File: src/rtl/data_sync_pkg.sv
// rtl/data_sync_pkg.sv - shared types and limits for the data_sync CDC receive stage
package data_sync_pkg;

  typedef enum logic {
    IDLE = 1'b0,
    HOLD = 1'b1
  } state_t;

  localparam int DATA_SYNC_MIN_STAGES = 2;

endpackage

File: src/rtl/data_sync_if.sv
// rtl/data_sync_if.sv - source/consumer bus of data_sync; master drives requests, slave is the sync stage
interface data_sync_if #(
  parameter int WIDTH = 8
);

  logic [WIDTH-1:0] DataSync_ASYNC_DATA;
  logic             DataSync_ASYNC_REQ;
  logic             DataSync_READY;
  logic             DataSync_CLR_OVR;
  logic [WIDTH-1:0] DataSync_SYNC_DATA;
  logic             DataSync_VALID;
  logic             DataSync_ACK;
  logic             DataSync_OVERRUN;

  modport master (
    output DataSync_ASYNC_DATA,
    output DataSync_ASYNC_REQ,
    output DataSync_READY,
    output DataSync_CLR_OVR,
    input  DataSync_SYNC_DATA,
    input  DataSync_VALID,
    input  DataSync_ACK,
    input  DataSync_OVERRUN
  );

  modport slave (
    input  DataSync_ASYNC_DATA,
    input  DataSync_ASYNC_REQ,
    input  DataSync_READY,
    input  DataSync_CLR_OVR,
    output DataSync_SYNC_DATA,
    output DataSync_VALID,
    output DataSync_ACK,
    output DataSync_OVERRUN
  );

endinterface

File: src/rtl/data_sync_toggle_sync.sv
// rtl/data_sync_toggle_sync.sv - STAGES-deep flop chain bringing the request toggle into the local clock
module toggle_sync #(
  parameter int STAGES = 2
) (
  input  logic BitSync_CLK,
  input  logic BitSync_RST,
  input  logic async_req,
  output logic sync_req
);

  logic [STAGES-1:0] chain;

  always_ff @(posedge BitSync_CLK) begin
    if (BitSync_RST) begin
      chain <= '0;
    end else begin
      chain <= {chain[STAGES-2:0], async_req};
    end
  end

  assign sync_req = chain[STAGES-1];

endmodule

File: src/rtl/data_sync.sv
// rtl/data_sync.sv - captures a toggle-requested bus from another domain and offers it with valid/ready
module data_sync
  import data_sync_pkg::*;
#(
  parameter int STAGES = 2,
  parameter int WIDTH  = 8
) (
  input  logic       DataSync_CLK,
  input  logic       DataSync_RST,
  data_sync_if.slave bus
);

  if (STAGES < DATA_SYNC_MIN_STAGES) begin : g_stages_guard
    $error("data_sync: STAGES must be at least DATA_SYNC_MIN_STAGES");
  end

  logic             sync_req;
  logic             req_q;
  logic             evt;
  logic             accept;
  logic             ack;
  logic             overrun;
  logic [WIDTH-1:0] sync_data;
  state_t           state;

  toggle_sync #(.STAGES(STAGES)) u_toggle_sync (
    .BitSync_CLK (DataSync_CLK),
    .BitSync_RST (DataSync_RST),
    .async_req   (bus.DataSync_ASYNC_REQ),
    .sync_req    (sync_req)
  );

  assign evt    = sync_req ^ req_q;
  assign accept = (state == HOLD) & bus.DataSync_READY;

  always_ff @(posedge DataSync_CLK) begin
    if (DataSync_RST) begin
      state     <= IDLE;
      req_q     <= 1'b0;
      ack       <= 1'b0;
      overrun   <= 1'b0;
      sync_data <= '0;
    end else begin
      // req_q always follows the sync level so a dropped toggle is absorbed by the next ACK
      if (evt) req_q <= sync_req;
      if (bus.DataSync_CLR_OVR) overrun <= 1'b0;
      case (state)
        IDLE: begin
          if (evt) begin
            sync_data <= bus.DataSync_ASYNC_DATA;
            state     <= HOLD;
          end
        end
        HOLD: begin
          if (accept) begin
            ack <= req_q;
            if (evt) sync_data <= bus.DataSync_ASYNC_DATA;
            else     state     <= IDLE;
          end else if (evt) begin
            overrun <= 1'b1;
          end
        end
        default: state <= IDLE;
      endcase
    end
  end

  assign bus.DataSync_SYNC_DATA = sync_data;
  assign bus.DataSync_VALID     = (state == HOLD);
  assign bus.DataSync_ACK       = ack;
  assign bus.DataSync_OVERRUN   = overrun;

endmodule

File: src/flat_wrapper.sv
// flat-port wrapper written by rule: the top's interface ports become plain ports
module data_sync_flat import data_sync_pkg::*;
#(
  parameter int STAGES = 2,
  parameter int WIDTH  = 8
)
  (DataSync_CLK, DataSync_RST, bus_DataSync_ASYNC_DATA, bus_DataSync_ASYNC_REQ, bus_DataSync_READY, bus_DataSync_CLR_OVR, bus_DataSync_SYNC_DATA, bus_DataSync_VALID, bus_DataSync_ACK, bus_DataSync_OVERRUN);
  data_sync_if #(.WIDTH(WIDTH)) bus_i ();
  input  logic DataSync_CLK;
  input  logic DataSync_RST;
  input wire logic [$bits(bus_i.DataSync_ASYNC_DATA)-1:0] bus_DataSync_ASYNC_DATA;
  input wire logic [$bits(bus_i.DataSync_ASYNC_REQ)-1:0] bus_DataSync_ASYNC_REQ;
  input wire logic [$bits(bus_i.DataSync_READY)-1:0] bus_DataSync_READY;
  input wire logic [$bits(bus_i.DataSync_CLR_OVR)-1:0] bus_DataSync_CLR_OVR;
  output wire logic [$bits(bus_i.DataSync_SYNC_DATA)-1:0] bus_DataSync_SYNC_DATA;
  output wire logic [$bits(bus_i.DataSync_VALID)-1:0] bus_DataSync_VALID;
  output wire logic [$bits(bus_i.DataSync_ACK)-1:0] bus_DataSync_ACK;
  output wire logic [$bits(bus_i.DataSync_OVERRUN)-1:0] bus_DataSync_OVERRUN;
  assign bus_i.DataSync_ASYNC_DATA = bus_DataSync_ASYNC_DATA;
  assign bus_i.DataSync_ASYNC_REQ = bus_DataSync_ASYNC_REQ;
  assign bus_i.DataSync_READY = bus_DataSync_READY;
  assign bus_i.DataSync_CLR_OVR = bus_DataSync_CLR_OVR;
  assign bus_DataSync_SYNC_DATA = bus_i.DataSync_SYNC_DATA;
  assign bus_DataSync_VALID = bus_i.DataSync_VALID;
  assign bus_DataSync_ACK = bus_i.DataSync_ACK;
  assign bus_DataSync_OVERRUN = bus_i.DataSync_OVERRUN;
  data_sync #(.STAGES(STAGES), .WIDTH(WIDTH)) u_core (.DataSync_CLK(DataSync_CLK), .DataSync_RST(DataSync_RST), .bus(bus_i));
endmodule
File: config.mk
export PLATFORM = sky130hd
export DESIGN_NAME = data_sync_flat
export DESIGN_NICKNAME = d
export VERILOG_FILES = /design/src/rtl/data_sync_pkg.sv /design/src/rtl/data_sync_if.sv /design/src/rtl/data_sync_toggle_sync.sv /design/src/rtl/data_sync.sv /design/src/flat_wrapper.sv
export SDC_FILE = /design/constraint.sdc
export NUM_CORES = 1
export LEC_CHECK = 0
export CAP_MARGIN = 20
export CORE_AREA = 10 10 50 52
export CTS_CLUSTER_DIAMETER = 200
export CTS_CLUSTER_SIZE = 24
export DETAILED_ROUTE_END_ITERATION = 8
export DIE_AREA = 0 0 60 62
export GPL_TIMING_DRIVEN = 0
export PLACE_DENSITY_LB_ADDON = 0.2
export SETUP_SLACK_MARGIN = 0.3
export SLEW_MARGIN = 25
export SYNTH_ARGS = -nofsm -noshare
export SYNTH_HDL_FRONTEND = slang
export SYNTH_SLANG_ARGS = --single-unit
File: constraint.sdc
create_clock -name DataSync_CLK -period 1.1 [get_ports DataSync_CLK]
set_input_delay 0.22 -clock DataSync_CLK [delete_from_list [all_inputs] [get_ports DataSync_CLK]]
set_output_delay 0.22 -clock DataSync_CLK [all_outputs]
set_load 0.02 [all_outputs]
# [Word level (Yosys, flattened, before mapping)]
# Index checks and enable logic that the tools add are counted.
[totals] regBits=14 out_inout_bits=11 wordCells=21
[classes] eq_ne=1 muxes=10 bitwise_logic=3 n_reduce_logical=1
[ops] operator="$mux 8" count=2
[ops] operator="$pmux 8 s2" count=1
[ops] operator="$mux 1" count=6
[ops] operator="$ne 2x1->1 const B" count=1
[ops] operator="$pmux 1 s2" count=1
[ops] operator="$reduce_and 2->1" count=1
[ops] operator="$and 1x1->1" count=1
[ops] operator="$not 1->1" count=1
[ops] operator="$xor 1x1->1" count=1

# [Depth between registers and ports, before layout]
# Gate-level depths: netlist (run 1).
[depth] word_depth=4 ltp_mapped=3 depth_no_buf=3

# [Cells and area by module]
# From an unflattened synthesis (run 1), not the netlist that was laid out.
[unflattened] cells_unflattened=55 hier_area_um2=599.3
[modules_own_cells] module="data_sync" n_inst=1 cells_each=51 area_per_inst_um2=546.8
[modules_own_cells] module="toggle_sync" n_inst=1 cells_each=4 area_per_inst_um2=52.6

# [Worst setup path before layout (run 1)]
# Ideal clock, no wire load.
[synth_path] path_type="flip-flop to flip-flop" startpoint="register u_core.req_q" endpoint="register u_core.sync_data[0], in the netlist u_core.bus.DataSync_SYNC_DATA[0]" setup_time_ns=0.072 arrival_ns=0.951 required_time_ns=1.028 setup_slack_ns=0.077 stages_incl_launch_ff=4 n_path_buf=0 path_cell_list="dfxtp_1 xnor2_1 a21oi_4 mux2i_1"
[synth_between] elab_chain_cells=4
[synth_rtl] item="start: declaration" line_no="data_sync.sv:18" text="logic req_q;"
[synth_rtl] item="start signal: assignment" line_no="data_sync.sv:45" text="if (evt) req_q <= sync_req;"
[synth_rtl] item="$xor 1x1->1 (*)" line_no="data_sync.sv:33" text="assign evt = sync_req ^ req_q;"
[synth_rtl] item="$mux 8 (*)"
[synth_rtl] item="$mux 8"
[synth_rtl] item="$pmux 8 s2 (*)"
[synth_rtl] item="end signal: assignment" line_no="data_sync.sv:50" text="sync_data <= bus.DataSync_ASYNC_DATA;"
[synth_rtl] item="end signal: assignment" line_no="data_sync.sv:57" text="if (evt) sync_data <= bus.DataSync_ASYNC_DATA;"
[synth_rtl] item="end: declaration" line_no="data_sync.sv:23" text="logic [WIDTH-1:0] sync_data;"
# Mark *: on every way between the ends. The rest lies on a longest branch, timed or not. The select of a mux whose other input is x is not followed.
# A chain may end at the register's enable or synchronous reset.

# [Worst setup path after layout (run 1)]
[layout_path] startpoint="register u_core.u_toggle_sync.chain[1]" endpoint="register u_core.sync_data[2], in the netlist u_core.bus.DataSync_SYNC_DATA[2]"
[layout_between] elab_chain_cells=4
[layout_rtl] item="start: declaration" line_no="data_sync_toggle_sync.sv:11" text="logic [STAGES-1:0] chain;"
[layout_rtl] item="start signal: assignment" line_no="data_sync_toggle_sync.sv:17" text="chain <= {chain[STAGES-2:0], async_req};"
[layout_rtl] item="$xor 1x1->1 (*)" line_no="data_sync.sv:33"
[layout_rtl] item="$mux 8 (*)"
[layout_rtl] item="$mux 8"
[layout_rtl] item="$pmux 8 s2 (*)"
# Marked as above.

==> results of run 1 <==
[flip-flops by register name, summed over array words and instances (netlist names)]
register,cells
u_core.req_q,1
u_core.bus.DataSync_VALID,1
u_core.bus.DataSync_SYNC_DATA,8
u_core.bus.DataSync_OVERRUN,1
u_core.bus.DataSync_ACK,1
u_core.u_toggle_sync.chain,2
[final timing paths]
kind                                               startpoint                                to  slack [ns]  cells after the start
worst min register to register  u_core.u_toggle_sync.chain[0]     u_core.u_toggle_sync.chain[1]        0.45                      1
worst max-delay path            u_core.u_toggle_sync.chain[1]  u_core.bus.DataSync_SYNC_DATA[2]        0.06                      4
worst min-delay path                       bus_DataSync_READY           u_core.bus.DataSync_ACK        0.40                      3
worst max register to register  u_core.u_toggle_sync.chain[1]  u_core.bus.DataSync_SYNC_DATA[2]        0.06                      4
[stage by stage]
stage | setup TNS, ns | std cells | setup WS, ns | utilization
3_5_place_dp | -3.51 | 95 | -0.367 | 0.533
6_report | 0 | 101 | 0.0592 | 0.602
4_1_cts | 0 | 101 | 0.0547 | 0.602
5_1_grt | 0 | 101 | 0.00142 | 0.602
3_3_place_gp | -3.66 | 95 | -0.375 | 0.533
2_1_floorplan | 0 | 55 | 0.0917 | -
[metal layers]
metal | part of all wire | vias up
li1 | - | 234
met1 | 0.41 | 201
met2 | 0.44 | 16
met3 | 0.13 | 2
met4 | 0.011 | 0
met5 | 0 | -
[critical path, cell delays in order, from the launching register on]
cell     delay [ns]
dfxtp_2        0.35
xnor2_4        0.15
a21oi_4        0.14
buf_12         0.15
mux2i_1        0.18
[cell usage after synthesis (all sizes together)]
cell    number  area (µm²)
xnor2        1        8.76
nor2b        4        25.0
nand2b       3        18.8
mux2i        8        80.1
nand3        1        5.00
o22ai        1        6.26
dfxtp       14         280
nand2        2        7.51
inv          2        7.51
clkbuf       2        8.75
or2b        14         123
a21oi        3        26.3
[cell families (layout without fill, tap and decap cells)]
family                 Yosys count  count (layout)  share of synthesized area
multiplexers                     8               8                      0.134
AO/OA/AOI/OAI                    4               4                     0.0545
flip-flops                      14              14                      0.470
AND/OR/NAND/NOR                 24              24                      0.300
buffers and inverters            4              33                     0.0272
XOR/XNOR                         1               1                     0.0147
[cell type report]
cell class / instances / area [µm²] / area share
plain buffers: 2 / 27.5 / 0.0283
clock buffers: 4 / 36.3 / 0.0373
inverters: 2 / 7.51 / 0.00772
multi-input cells: 37 / 319 / 0.328
flip-flops and latches: 14 / 295 / 0.304
well taps: 17 / 21.3 / 0.0219
repair buffers: 25 / 265 / 0.273
[repair_timing]
item	in CTS	in global routing
endpoints found under the hold margin	0	0
pin swaps	1	0
buffers inserted	2	0
resized for setup	82	0
endpoints found under the setup margin	25	21
[power by group]
part           internal, mW  leakage [nW]  switching (mW)  total, mW
sequential            0.532         0.120          0.0173      0.550
clock                 0.201        0.0210           0.158      0.359
combinational         0.127         0.244          0.0721      0.200
total                 0.861         0.385           0.248       1.11
==> qor.yml, run 1 <==
status:
  status: "complete, no violations"
sta:
  max-slew-margin-rel: 0.915
  finalCriticalPeriod_ns: 1.04
  final_hold_viol_count: 0
  fin_worst_skew_ns: 0.00140
  rsz0062_at_grt: "true"
  setup_viol: 0
  drv_slew: 0
  tightest_slew_ns: 0.124
  period_share: 0.946
  whs_ns: 0.399
  max_freq_ghz: 0.961
logic_synthesis:
  synth_nets: 68
  syn_inst: 55
  seq_area_frac_synth: 0.470
  avgSynthCellArea_um2: 10.9
  ys_ff_latch: 14
  synth.cell_area_um2: 597
  synth-warning-count: 0
  ys_types: 14
placement:
  gp_congestion: 0.709
  portBuffers: 23
  place_hpwl_um: 904
  post_dp_cell_area_um2: 860
worst_setup_path:
  worst_setup_path_start_kind: "flop"
  cp.arrival_ns: 1.24
  criticalPathCategory: "flop to flop"
  worstPathRequired_ns: 1.30
  cp-end-kind: "flop"
  path_max_fanout: 8
grt:
  antenna_found_initial: 0
  grt_util_met1: 0.0734
  grt_usage: 0.0723
  grt_max_degree: 11
  grt_pass1_wl_um: 2070
  met3_usage: 0.0467
  busiest_layer: "met2"
  overflow: 0
  grt_use_met2: 0.112
  grt_pass1_vias: 469
power_and_ir_drop:
  p_total_mw: 1.11
  powerDensity_nw_per_um2: 1140
  vdd_drop_max_mv: 0.670
  p_leak_nw: 0.385
clocking:
  cts_max_level: 1
  cts_buffers: 3
  cts_root_buf: "clkbuf_4"
  numClockSinks: 14
  cts_max_path_buffers: 2
  holdBufCountCts: 0
  path_clk_slew_ns: 0.08
  clk_latency_ns: 0.27
  cts_tree: "done"
routing:
  dr.first_iter.drc_count: 2
  vias_per_cell: 4.49
  antenna_left: 0
  drcViolationCount: 0
  drt_wl_total_um: 1210
  wl_per_cell_um: 12.0
  num_vias: 453
  first_pass_iters: 2
die:
  num_rows: 15
  die_h_um: 62
  start_util: 0.370
  core_area_um2: 1610
  pin_count: 24
  dieArea_um2: 3720
  die_x_um: 60
finish:
  area_growth_pct: 62.9
  layout-drive-gt1-share: 0.560
  fin_nets: 98
  fillCellCount: 151
  layout_common_cells: "or2b_2, dfxtp_2, clkdlybuf4s50_1, buf_6, mux2i_1"
  antenna_cells: 0
  final_area_um2: 972
  mostFrequentLayoutCell: "or2b_2"
run:
  maxCapViolCount: 0
worst_hold_path:
  hold_class: "primary input to flop"
Note: power is estimated with default switching activity, not from simulation.
==> run 2, diff against run 1 <==
Settings changed: SLEW_MARGIN 25 to 20.
==> results of run 2 <==
No change in the layout: final DEF, timing and power equal those of run 1.
